`src/rtl/add_sub_sequencer_pkg.sv`:
```
// Shared state encoding and op-select codes for the add/sub operator-entry sequencer.
package add_sub_sequencer_pkg;

  typedef enum logic [2:0] {
    ST_IDLE   = 3'd0,
    ST_A_HI   = 3'd1,
    ST_A_LO   = 3'd2,
    ST_B_HI   = 3'd3,
    ST_B_LO   = 3'd4,
    ST_OP     = 3'd5,
    ST_EXEC   = 3'd6,
    ST_RESULT = 3'd7
  } state_e;

  localparam logic OP_ADD = 1'b0;
  localparam logic OP_SUB = 1'b1;

endpackage

```
`src/rtl/add_sub_sequencer_core.sv`:
```
// Combinational WIDTH-bit adder; subtract is A + ~B + 1, so carry-out reads as no-borrow.
module add_sub_core #(
  parameter int WIDTH = 7
) (
  input  logic [WIDTH-1:0] a_i,
  input  logic [WIDTH-1:0] b_i,
  input  logic             sub_i,
  output logic [WIDTH-1:0] sum_o,
  output logic             carry_o
);

  logic [WIDTH-1:0] b_eff;
  logic [WIDTH:0]   full;

  assign b_eff = sub_i ? ~b_i : b_i;
  assign full  = {1'b0, a_i} + {1'b0, b_eff} + {{WIDTH{1'b0}}, sub_i};

  assign sum_o   = full[WIDTH-1:0];
  assign carry_o = full[WIDTH];

endmodule

```
`src/rtl/add_sub_sequencer.sv`:
```
// Operator-entry sequencer: latches A/B chunks and op from rotary pulses, executes once, holds result.
//
//  state  | meaning
//  IDLE   | waiting for a confirm pulse to start entry
//  A_HI   | entering A upper chunk
//  A_LO   | entering A lower nibble
//  B_HI   | entering B upper chunk
//  B_LO   | entering B lower nibble
//  OP     | selecting add/sub
//  EXEC   | one-cycle compute
//  RESULT | holding sum/carry
module add_sub_sequencer
  import add_sub_sequencer_pkg::*;
#(
  parameter int WIDTH       = 7,
  parameter int TIMEOUT_CYC = 50_000_000,
  parameter int CNT_W       = 26
) (
  input  logic             clk,
  input  logic             rst_n,
  input  logic             rot_event,
  input  logic             rot_dir,
  input  logic [3:0]       slide,
  output logic [WIDTH-1:0] sum,
  output logic             carry,
  output logic             result_valid,
  output logic [2:0]       phase,
  output logic             timeout
);

  localparam logic [CNT_W-1:0] CNT_EXPIRE = CNT_W'(TIMEOUT_CYC - 1);

  state_e           state_q, state_d;
  logic [WIDTH-1:0] a_q, a_d, b_q, b_d, sum_q, sum_d;
  logic             op_q, op_d, carry_q, carry_d, timeout_q, timeout_d;
  logic [CNT_W-1:0] cnt_q, cnt_d;
  logic [WIDTH-1:0] core_sum;
  logic             core_carry;
  logic             in_entry, fwd, back;

  add_sub_core #(.WIDTH(WIDTH)) u_core (
    .a_i     (a_q),
    .b_i     (b_q),
    .sub_i   (op_q),
    .sum_o   (core_sum),
    .carry_o (core_carry)
  );

  always_ff @(posedge clk or negedge rst_n) begin
    if (!rst_n) begin
      state_q   <= ST_IDLE;
      a_q       <= '0;
      b_q       <= '0;
      op_q      <= OP_ADD;
      sum_q     <= '0;
      carry_q   <= 1'b0;
      timeout_q <= 1'b0;
      cnt_q     <= '0;
    end else begin
      state_q   <= state_d;
      a_q       <= a_d;
      b_q       <= b_d;
      op_q      <= op_d;
      sum_q     <= sum_d;
      carry_q   <= carry_d;
      timeout_q <= timeout_d;
      cnt_q     <= cnt_d;
    end
  end

  assign in_entry = (state_q == ST_A_HI) || (state_q == ST_A_LO) || (state_q == ST_B_HI) ||
                    (state_q == ST_B_LO) || (state_q == ST_OP);
  assign fwd  = rot_event &  rot_dir;
  assign back = rot_event & ~rot_dir;

  always_comb begin
    state_d   = state_q;
    a_d       = a_q;
    b_d       = b_q;
    op_d      = op_q;
    sum_d     = sum_q;
    carry_d   = carry_q;
    timeout_d = rot_event ? 1'b0 : timeout_q;
    cnt_d     = (rot_event || !in_entry) ? '0 : cnt_q + CNT_W'(1);

    // A rot_event on the expiry cycle takes priority over the abort.
    if (in_entry && !rot_event && cnt_q == CNT_EXPIRE) begin
      state_d   = ST_IDLE;
      a_d       = '0;
      b_d       = '0;
      timeout_d = 1'b1;
      cnt_d     = '0;
    end else begin
      unique case (state_q)
        ST_IDLE: if (fwd) state_d = ST_A_HI;
        ST_A_HI: begin
          if (fwd) begin
            a_d[WIDTH-1:4] = slide[WIDTH-5:0];
            state_d        = ST_A_LO;
          end else if (back) state_d = ST_IDLE;
        end
        ST_A_LO: begin
          if (fwd) begin
            a_d[3:0] = slide;
            state_d  = ST_B_HI;
          end else if (back) state_d = ST_A_HI;
        end
        ST_B_HI: begin
          if (fwd) begin
            b_d[WIDTH-1:4] = slide[WIDTH-5:0];
            state_d        = ST_B_LO;
          end else if (back) state_d = ST_A_LO;
        end
        ST_B_LO: begin
          if (fwd) begin
            b_d[3:0] = slide;
            state_d  = ST_OP;
          end else if (back) state_d = ST_B_HI;
        end
        ST_OP: begin
          if (fwd) begin
            op_d    = slide[0];
            state_d = ST_EXEC;
          end else if (back) state_d = ST_B_LO;
        end
        ST_EXEC: begin
          sum_d   = core_sum;
          carry_d = core_carry;
          state_d = ST_RESULT;
        end
        ST_RESULT: begin
          if (fwd) state_d = ST_A_HI;
          else if (back) state_d = ST_OP;
        end
        default: state_d = ST_IDLE;
      endcase
    end
  end

  always_comb begin
    phase        = state_q;
    result_valid = (state_q == ST_RESULT);
  end

  assign sum     = sum_q;
  assign carry   = carry_q;
  assign timeout = timeout_q;

endmodule

```
`config.mk`:
```
export PLATFORM = sky130hd
export DESIGN_NAME = add_sub_sequencer
export DESIGN_NICKNAME = d
export VERILOG_FILES = /design/src/rtl/add_sub_sequencer_pkg.sv /design/src/rtl/add_sub_sequencer_core.sv /design/src/rtl/add_sub_sequencer.sv
export SDC_FILE = /design/constraint.sdc
export NUM_CORES = 1
export LEC_CHECK = 0
export CORE_MARGIN = 2
export CORE_UTILIZATION = 65
export DETAILED_ROUTE_END_ITERATION = 10
export DONT_BUFFER_PORTS = 1
export GPL_ROUTABILITY_DRIVEN = 0
export GPL_TIMING_DRIVEN = 0
export PLACE_DENSITY = 0.81
export SLEW_MARGIN = 20
export SYNTH_ARGS = -nofsm -noshare
export SYNTH_HDL_FRONTEND = slang
export SYNTH_SLANG_ARGS = --single-unit
```
`constraint.sdc`:
```
create_clock -name clk -period 4.82 [get_ports clk]
set_input_delay 0.241 -clock clk [delete_from_list [all_inputs] [get_ports clk]]
set_output_delay 0.241 -clock clk [all_outputs]
set_load 0.02 [all_outputs]
```
==> flow_summary.ini, run 1 <==
[run_status]
outcome = finished, final reports clean

[floorplan]
rows = 25
die_x_um = 72.7
io-pin-count = 21
die_area_mm2 = 0.00529
die_y_um = 72.7
initial_core_util_pct = 66.3
design.core.area_mm2 = 0.00463

[critical_path]
worst-setup-path-type = flip-flop to flip-flop
r2r-start = cnt_q[0]
cpMaxStageDelayCell = nor4_4
crit_path_start = cnt_q[0]
crit_chain = ha_1 -> and2_1 -> buf_2 -> nand2_2 -> nor4_4 -> buf_2 -> a211oi_1
crit_top_cell = buf_2
critPathLaunchType = flip-flop
cp_top_family = simple AND/OR/NAND/NOR gates
arrival_ps = 2340
worst-path-buf-inv = 2
r2r_slack_ps = 2630
cpPeakStageDelay_ps = 530
worstPathRequired_ps = 4970
worstSetupEndpointType = flip-flop
cp_max_fo = 10

[placed_design]
io_buffers = 0
dp_hpwl_um = 4370
pre_cts_ws_ps = 2640

[clock_network]
clockBufferDepth = 2
cts_tree = built
clock_sinks = 53
clkTransAtPathRegs_ps = 100
numCtsBuffers = 5
cts_root_buffer = clkbuf_8
cts_resized = 0
worstSkewPairLatency_ps = 310
htree_levels = 2

[synthesis]
ys.flop_type = dfrtp_1
synthDistinctLibCells = 54
synthCells = 300
yosysSeqAreaShare_pct = 43.2
synth_area_mm2 = 0.00307
syn_nets = 316
synth-edff-count = 0
ys_ff_latch = 53
async_reset_ff_share_pct = 100
avgSynthCellArea_um2 = 10.2
yosysWarningCount = 0

[flow_run]
max_cap_viol_count = 0

[timing]
fin_ws_ps = 2630
rsz0062_at_grt = false
period_share_pct = 45.4
final_max_slew_viol_count = 0
finalHoldViolations = 0
setup-tns-final_ps = 0
finalSetupViolCount = 0
finClkSkew_ps = 13.2
holdWs_ps = 90.1
period_needed_ps = 2190
fmax_mhz = 457
slew-limit-headroom_pct = 43.5
worst_slew_pin_slew_ps = 842

[detailed_routing]
avgRoutedWirePerCell_um = 16.9
drtPass1Iterations = 4
ant_nets = 0
wl_um = 6150
vias = 2333
drc_errors = 0
viasPerCell = 6.41
drtIter0Drc = 138

[cells_and_area]
num-fill-cells = 347
drive_gt1_share_pct = 15.8
diodes = 0
areaGrowthSynthToFinish_pct = 7.33
fin_nets = 325

[power_and_ir_drop]
vdd_drop_max_mv = 0.197
cellLeakagePower_nw = 1.41
powerDensity_mw_per_mm2 = 456
power.total_mw = 1.50

[global_routing]
grt_pass1_wl_um = 10600
grt_pass1_vias = 2284
track_usage_pct = 25.4
grt_max_degree = 54
antenna_found_initial = 0
overflow = 0

[worst_hold_path]
hold_path.class = input pin to flip-flop
min_from = slide[1]
==> cell type report <==
class,count,area [um2],share of cell area [%]
multi-input cells,224,1630,49.4
flip-flops and latches,53,1330,40.2
plain buffers,17,95.1,2.89
clock buffers,6,82.6,2.51
well taps,54,67.6,2.05
clock inverters,2,37.5,1.14
repair buffers,2,37.5,1.14
inverters,6,22.5,0.683
==> through the flow <==
| step | area, um2 | std cells | utilization [%] |
|---|---|---|---|
| finish | 3300 | 364 | 71.2 |
| global route | 3300 | 364 | 71.2 |
| CTS | 3300 | 364 | 71.2 |
| detailed placement | 3140 | 354 | 67.8 |
| global placement | 3140 | 354 | 67.8 |
| floorplan | 3070 | 300 | - |
==> layout by cell type, fill, tap and decap left out, types with 7 or more instances in the layout <==
cell	netlist	layout
dfrtp_1	53	53
or4_1	8	8
or3_1	8	8
nor2_1	10	10
nand4_1	9	9
a21oi_1	8	8
o21ai_0	17	17
nor2_2	10	10
ha_1	7	7
nor3_1	11	11
a211oi_1	11	11
nand2_1	15	15
mux2i_1	16	16
xor2_1	16	16
nand3_1	15	15
==> repair_timing <==
| item | CTS | global route |
|---|---|---|
| buffers inserted | 0 | 0 |
| hold buffers | 2 | 0 |
| endpoints found under the hold margin | 53 | 0 |
==> cells by family (layout without fill, tap and decap cells) <==
family	count (synthesis)	count (layout)	share of synthesized area, %
and+or+nand+nor	118	118	24.3
AOI/OAI and AO/OA	58	58	12.8
DFF	53	53	43.2
buffers and inverters	23	33	3.83
xor gates and xnor gates	21	21	5.99
muxes	19	19	6.32
adders and majority gates	8	8	3.50
==> metal layers <==
metal  track usage, %  share of wire (%)  wire length (um)
met5                0                  0                 0
met4             7.82                1.3                82
met3             4.28                3.0               183
met2             44.5                 53              3240
met1             32.0                 43              2650
==> cell usage after synthesis, types with 3 or more instances <==
| library cell | number | share of area (%) |
|---|---|---|
| or3_1 | 8 | 1.6 |
| xnor2_1 | 5 | 1.4 |
| dfrtp_1 | 53 | 43 |
| nor2_1 | 10 | 1.2 |
| o21ai_0 | 17 | 2.8 |
| xor2_1 | 16 | 4.6 |
| clkbuf_1 | 5 | 0.61 |
| nand3_1 | 15 | 2.4 |
| or4_1 | 8 | 2.0 |
| and3_1 | 3 | 0.61 |
| nor3b_1 | 6 | 1.5 |
| nor4b_1 | 3 | 0.86 |
| mux2i_1 | 16 | 5.2 |
| a211oi_1 | 11 | 2.7 |
| nor3_1 | 11 | 1.8 |
| nand2_1 | 15 | 1.8 |
| mux2_2 | 3 | 1.1 |
| nor2_2 | 10 | 2.0 |
| inv_1 | 6 | 0.73 |
| buf_2 | 6 | 0.98 |
| ha_1 | 7 | 2.9 |
| nand4_1 | 9 | 1.8 |
| a21o_1 | 3 | 0.73 |
| o31ai_1 | 6 | 1.5 |
| a21oi_1 | 8 | 1.3 |
==> worst paths after layout <==
| kind | endpoint | cells after the start |
|---|---|---|
| setup / recovery | cnt_q[17] | 7 |
| max in group asynchronous | cnt_q[14] | 2 |
| min in group asynchronous | a_q[0] | 2 |
| hold / removal | b_q[5] | 2 |
| setup reg to reg | cnt_q[17] | 7 |
| hold reg to reg | cnt_q[0] | 1 |
==> flip-flops by register name, summed over array words and instances (netlist names) <==
register	count
phase	3
carry	1
cnt_q	26
a_q	7
b_q	7
timeout	1
op_q	1
sum	7
==> power by group <==
group	total [mW]	switching, mW	internal (mW)	leakage (nW)
clock network	0.313	0.144	0.169	0.0574
logic	0.541	0.314	0.227	0.638
registers	0.651	0.114	0.537	0.714
total	1.50	0.571	0.933	1.41
No activity file was read; power rests on OpenSTA's default activity.
==> run 2: changes to the inputs <==
--- a/config.mk
+++ b/config.mk
@@ -6,12 +6,12 @@
 export NUM_CORES = 1
 export LEC_CHECK = 0
 export CORE_MARGIN = 2
-export CORE_UTILIZATION = 65
+export CORE_UTILIZATION = 57
 export DETAILED_ROUTE_END_ITERATION = 10
 export DONT_BUFFER_PORTS = 1
 export GPL_ROUTABILITY_DRIVEN = 0
 export GPL_TIMING_DRIVEN = 0
-export PLACE_DENSITY = 0.81
+export PLACE_DENSITY = 0.75
 export SLEW_MARGIN = 20
 export SYNTH_ARGS = -nofsm -noshare
 export SYNTH_HDL_FRONTEND = slang
==> constraint.sdc (replaced) <==
create_clock -name clk -period 1.9 [get_ports clk]
set_input_delay 0.095 -clock clk [delete_from_list [all_inputs] [get_ports clk]]
set_output_delay 0.095 -clock clk [all_outputs]
set_load 0.02 [all_outputs]
==> run 2 against run 1 <==
Cell count up 9.6%. Maximum frequency up 16%. Die area up 13%. Largest power group unchanged.
==> flow_summary.ini, run 2 (same netlist as run 1, synthesis figures left out) <==
[power_and_ir_drop]
power.share.sequential_pct = 40.5
sw_frac_of_total_pct = 39.5
power.total_mw = 4.17
p_int_mw = 2.52
p_switching_mw = 1.65
cellLeakagePower_nw = 1.51
powerDensity_mw_per_mm2 = 1160
vdd_drop_max_mv = 0.656
p_clk_share_pct = 19.6
power_frac_comb_pct = 39.9

[clock_network]
clock_sinks = 53
clockBufferDepth = 2
htree_levels = 2
numCtsBuffers = 5
cts_tree = built
worstSkewPairLatency_ps = 320
clkTransAtPathRegs_ps = 100
cts_root_buffer = clkbuf_8

[flow_run]
max_cap_viol_count = 0

[floorplan]
rows = 26
die_y_um = 77.4
design.core.area_mm2 = 0.00514
die_x_um = 77.4
die_area_mm2 = 0.00599
initial_core_util_pct = 59.7
io-pin-count = 21

[global_routing]
grt_pass1_vias = 2417
grt_max_degree = 54
track_usage_pct = 24.6
overflow = 0
grt_pass1_wl_um = 11700
antenna_found_initial = 0

[timing]
finalHoldViolations = 0
period_share_pct = 99.6
fmax_mhz = 528
finalSetupViolCount = 0
slew-limit-headroom_pct = 56.6
finClkSkew_ps = 12.6
rsz0062_at_grt = true
final_max_slew_viol_count = 0
worst_slew_pin_slew_ps = 650
period_needed_ps = 1890

[critical_path]
worstPathRequired_ps = 2160
reg2reg_depth = 7
r2r_slack_ps = 8
cp_max_fo = 8
worstSetupEndpointType = flip-flop
critPathLaunchType = flip-flop
cpPeakStageDelay_ps = 410
cpMaxStageDelayCell = or4_1
worst-setup-path-type = flip-flop to flip-flop
arrival_ps = 2150
crit_chain = buf_6 -> xor2_1 -> ha_1 -> a21o_1 -> a31oi_1 -> or4_1 -> nand3_1

[placed_design]
place_area_mm2 = 0.00316
dp_hpwl_um = 4590
io_buffers = 0

[cells_and_area]
largest-register = cnt_q
drive_gt1_share_pct = 26.4
num-fill-cells = 382
fin_nets = 344
largest_register_ffs = 26
final_common_cell = dfrtp_1
layout_common_cells = dfrtp_1 (48), buf_4 (20), xor2_1 (15), nand3_1 (15), mux2i_1 (15)
diodes = 0
areaGrowthSynthToFinish_pct = 17.2
design_area_mm2 = 0.00360

[detailed_routing]
avgRoutedWirePerCell_um = 18.4
ant_nets = 0
drc_errors = 0
drtPass1Iterations = 6
vias = 2533
wl_um = 7330
drtIter0Drc = 167
viasPerCell = 6.35

[run_status]
outcome = finished, final reports clean

[worst_hold_path]
hold_path.class = input pin to flip-flop
holdPathStages = 2
[run 2: changes by cell type in the layout (fill, tap and decap cells not counted), moves of 2 or more]
cell           before  now
nor4b_1             3    1
o21ai_1             0    3
clkbuf_1            5    1
dfrtp_2             0    5
clkbuf_2            1    4
dlygate4sd3_1       1    5
nor4b_2             1    3
dfrtp_1            53   48
buf_4               2   20
buf_2               6    3
o21ai_0            17   14
[run 2: final timing paths]
check                           startpoint  endpoint
min in group asynchronous            rst_n    a_q[1]
worst max-delay path                  op_q    sum[6]
max in group asynchronous            rst_n  phase[0]
worst min-delay path              slide[2]    a_q[6]
worst max register to register        op_q    sum[6]
worst min register to register      a_q[4]    a_q[4]
[run 2: stage by stage]
stage	hold WS, ps	utilization [%]	setup WS [ps]	std cells	TNS [ps]
final	11.8	70.0	7.52	399	0
after global routing	10.3	70.0	-80.0	399	-156
after CTS	22.3	67.4	-76.6	391	-287
after detailed placement	-200	61.4	-285	370	-7540
after global placement	-200	61.4	-274	370	-6610
after floorplan	-201	-	53.1	300	0
[run 2: final cells by class]
| type | count | area, um2 | share of cell area, % |
|---|---|---|---|
| tap | 70 | 87.6 | 2.43 |
| inverter | 6 | 22.5 | 0.626 |
| sequential | 53 | 1330 | 37.0 |
| clock inverter | 2 | 37.5 | 1.04 |
| clock buffer | 6 | 82.6 | 2.29 |
| multi-input combinational | 224 | 1730 | 48.1 |
| buffer | 17 | 114 | 3.16 |
| timing repair buffer | 21 | 190 | 5.28 |
[run 2: layer usage]
metal,GRT usage (%),share of wire (%),vias up
met3,5.12,4.2,14
met1,31.4,41,1265
met5,0,0,-
met4,8.57,2.1,0
li1,-,-,1172
met2,41.7,53,82
[run 2: critical path: cells and delay by family (launching register included)]
kind            cells  cell delay [ps]
fa+ha+maj           1              340
xor+xnor            1              170
flops               1              380
simple gates        2              510
compound gates      2              290
buf+inv             1              150
[run 2: power groups by stage]
stage | Clock, mW | Sequential [mW] | Combinational (mW)
3_5_place_dp | 0 | 1.69 | 1.34
6_report | 0.818 | 1.69 | 1.66
4_1_cts | 0.837 | 1.67 | 1.48
5_1_grt | 0.878 | 1.72 | 1.85
3_3_place_gp | 0 | 1.67 | 1.30
2_1_floorplan | 0 | 1.62 | 1.09
[run 2: what timing repair did]
action / in CTS / in global routing
endpoints found under the hold margin: 67 / 0
hold buffers: 6 / 0
pin swaps: 2 / 8
gates cloned: 0 / 0
buffers inserted: 7 / 8
setup endpoints to repair: 41 / 41
gates resized for setup: 14 / 28
==> run 3: changes to the inputs <==
--- a/config.mk
+++ b/config.mk
@@ -5,13 +5,13 @@
 export SDC_FILE = /design/constraint.sdc
 export NUM_CORES = 1
 export LEC_CHECK = 0
+export ABC_CLOCK_PERIOD_IN_PS = 1900
 export CORE_MARGIN = 2
-export CORE_UTILIZATION = 57
+export CORE_UTILIZATION = 28
 export DETAILED_ROUTE_END_ITERATION = 10
 export DONT_BUFFER_PORTS = 1
 export GPL_ROUTABILITY_DRIVEN = 0
 export GPL_TIMING_DRIVEN = 0
-export PLACE_DENSITY = 0.75
 export SLEW_MARGIN = 20
 export SYNTH_ARGS = -nofsm -noshare
 export SYNTH_HDL_FRONTEND = slang
==> run 3 against run 2 <==
The run now ends with setup timing left. Via count is 3.8% lower. Hold slack better by 190 ps. Total power is 1.7% lower. Worst setup slack worse by 36 ps. Global-route usage is 12 points lower.
==> flow_summary.ini, run 3 (same netlist as run 1, synthesis figures left out) <==
[power_and_ir_drop]
p_clk_share_pct = 19.7
power.total_mw = 4.10
vdd_drop_max_mv = 0.645
p_switching_mw = 1.62
powerDensity_mw_per_mm2 = 1100
cellLeakagePower_nw = 1.53
sw_frac_of_total_pct = 39.5
power_frac_comb_pct = 39.7
power.share.sequential_pct = 40.6
p_int_mw = 2.48

[clock_network]
clock_sinks = 53
worstSkewPairLatency_ps = 320
cts_root_buffer = clkbuf_8
numCtsBuffers = 5
cts_tree = built
clockBufferDepth = 2
clkTransAtPathRegs_ps = 110
htree_levels = 2

[timing]
finClkSkew_ps = 18.6
finalHoldViolations = 0
fin_ws_ps = -28.2
finalSetupViolCount = 1
slew-limit-headroom_pct = 69.9
worst_slew_pin_slew_ps = 448
fmax_mhz = 519
period_share_pct = 101
final_max_slew_viol_count = 0
period_needed_ps = 1930
rsz0062_at_grt = true

[cells_and_area]
num-fill-cells = 1073
largest_register_ffs = 26
fin_nets = 344
largest-register = cnt_q
layout_common_cells = dfrtp_1 (48), buf_4 (19), o21ai_0 (16)
diodes = 0
final_common_cell = dfrtp_1
drive_gt1_share_pct = 27.1
areaGrowthSynthToFinish_pct = 21.1
postLayoutCoreUtil_pct = 34.5

[floorplan]
io-pin-count = 21
design.core.area_mm2 = 0.0108
die_area_mm2 = 0.0118
die_x_um = 109
initial_core_util_pct = 28.4
die_y_um = 109
rows = 38

[critical_path]
r2r_slack_ps = -30
worst-setup-path-type = flip-flop to flip-flop
arrival_ps = 2200
r2r-start = op_q
critPathLaunchType = flip-flop
r2r-end = sum[6]
worstSetupEndpointType = flip-flop
worstPathRequired_ps = 2170
reg2reg_depth = 7
cp_max_fo = 8

[detailed_routing]
wl_um = 7080
drc_errors = 0
vias = 2437
drtIter0Drc = 122
avgRoutedWirePerCell_um = 15.1
viasPerCell = 5.20
drtPass1Iterations = 4
ant_nets = 0

[placed_design]
dp_hpwl_um = 4730
io_buffers = 0

[flow_run]
max_cap_viol_count = 0

[global_routing]
grt_pass1_wl_um = 12000
track_usage_pct = 12.7
antenna_found_initial = 0
grt_max_degree = 54
grt_pass1_vias = 2406
overflow = 0

[worst_hold_path]
holdPathStages = 4
hold_path.class = input pin to flip-flop
min_from = rot_event
min_to = phase[2]

[run_status]
violations = setup timing
outcome = complete, but fails checks
==> run 3: changes by cell type in the layout (fill, tap and decap cells not counted), sizes merged <==
| cell | delta |
|---|---|
| clkbuf | -1 |
| clkinv | +1 |
==> run 3: power groups by stage <==
stage,Sequential [mW],Clock (mW),Combinational (mW)
after global placement,1.67,0,1.30
after floorplan,1.62,0,1.09
final,1.66,0.807,1.62
after CTS,1.66,0.821,1.50
after detailed placement,1.68,0,1.34
after global routing,1.71,0.864,1.82
==> run 3: metrics by stage <==
step	hold WS, ps	std cells	setup TNS, ps	instance area (um2)	worst slack, ps
after floorplan	-201	300	0	3070	53.1
after global placement	-199	440	-6860	3250	-273
after detailed placement	-199	440	-8210	3250	-327
after CTS	171	461	0	3570	0.0364
after global routing	208	469	-190	3720	-94.5
final	199	469	-28.2	3720	-28.2
==> run 3: per-layer routing <==
metal  track usage (%)  part of all wire (%)
met1              16.4                    46
met5                 0                     0
met3              2.51                   3.1
met2              21.7                    49
met4              3.57                   1.5
==> run 3: worst max-delay path, stage by stage (launching register included) <==
cell and delay [ps]:
dfrtp_1 390, buf_6 150, xor2_1 170, ha_1 340, a21o_1 220, a31oi_1 90, or4_1 430, nand3_1 100
==> run 3: worst max path at each step <==
stage | startpoint | endpoint | slack, ps
floorplan | op_q | sum[4] | 50
global placement | phase[2] | cnt_q[2] | -270
detailed placement | phase[2] | cnt_q[2] | -330
CTS | op_q | sum[6] | 0.04
global route | op_q | sum[6] | -90
finish | op_q | sum[6] | -30
==> run 3: cell type report <==
| class | count | area (um2) | share of cell area, % |
|---|---|---|---|
| Inverter | 6 | 22.5 | 0.605 |
| Tap cell | 140 | 175 | 4.71 |
| Buffer | 17 | 118 | 3.16 |
| Multi-Input combinational cell | 224 | 1770 | 47.5 |
| Timing Repair Buffer | 21 | 190 | 5.11 |
| Sequential cell | 53 | 1330 | 35.8 |
| Clock inverter | 3 | 46.3 | 1.24 |
| Clock buffer | 5 | 68.8 | 1.85 |
==> run 3: timing repair <==
action	in CTS	in global routing
gates resized for setup	19	24
hold endpoints to repair	68	0
setup buffers	7	8
cloned	0	0
pin swaps	3	10
endpoints found under the setup margin	43	50
hold buffers	6	0
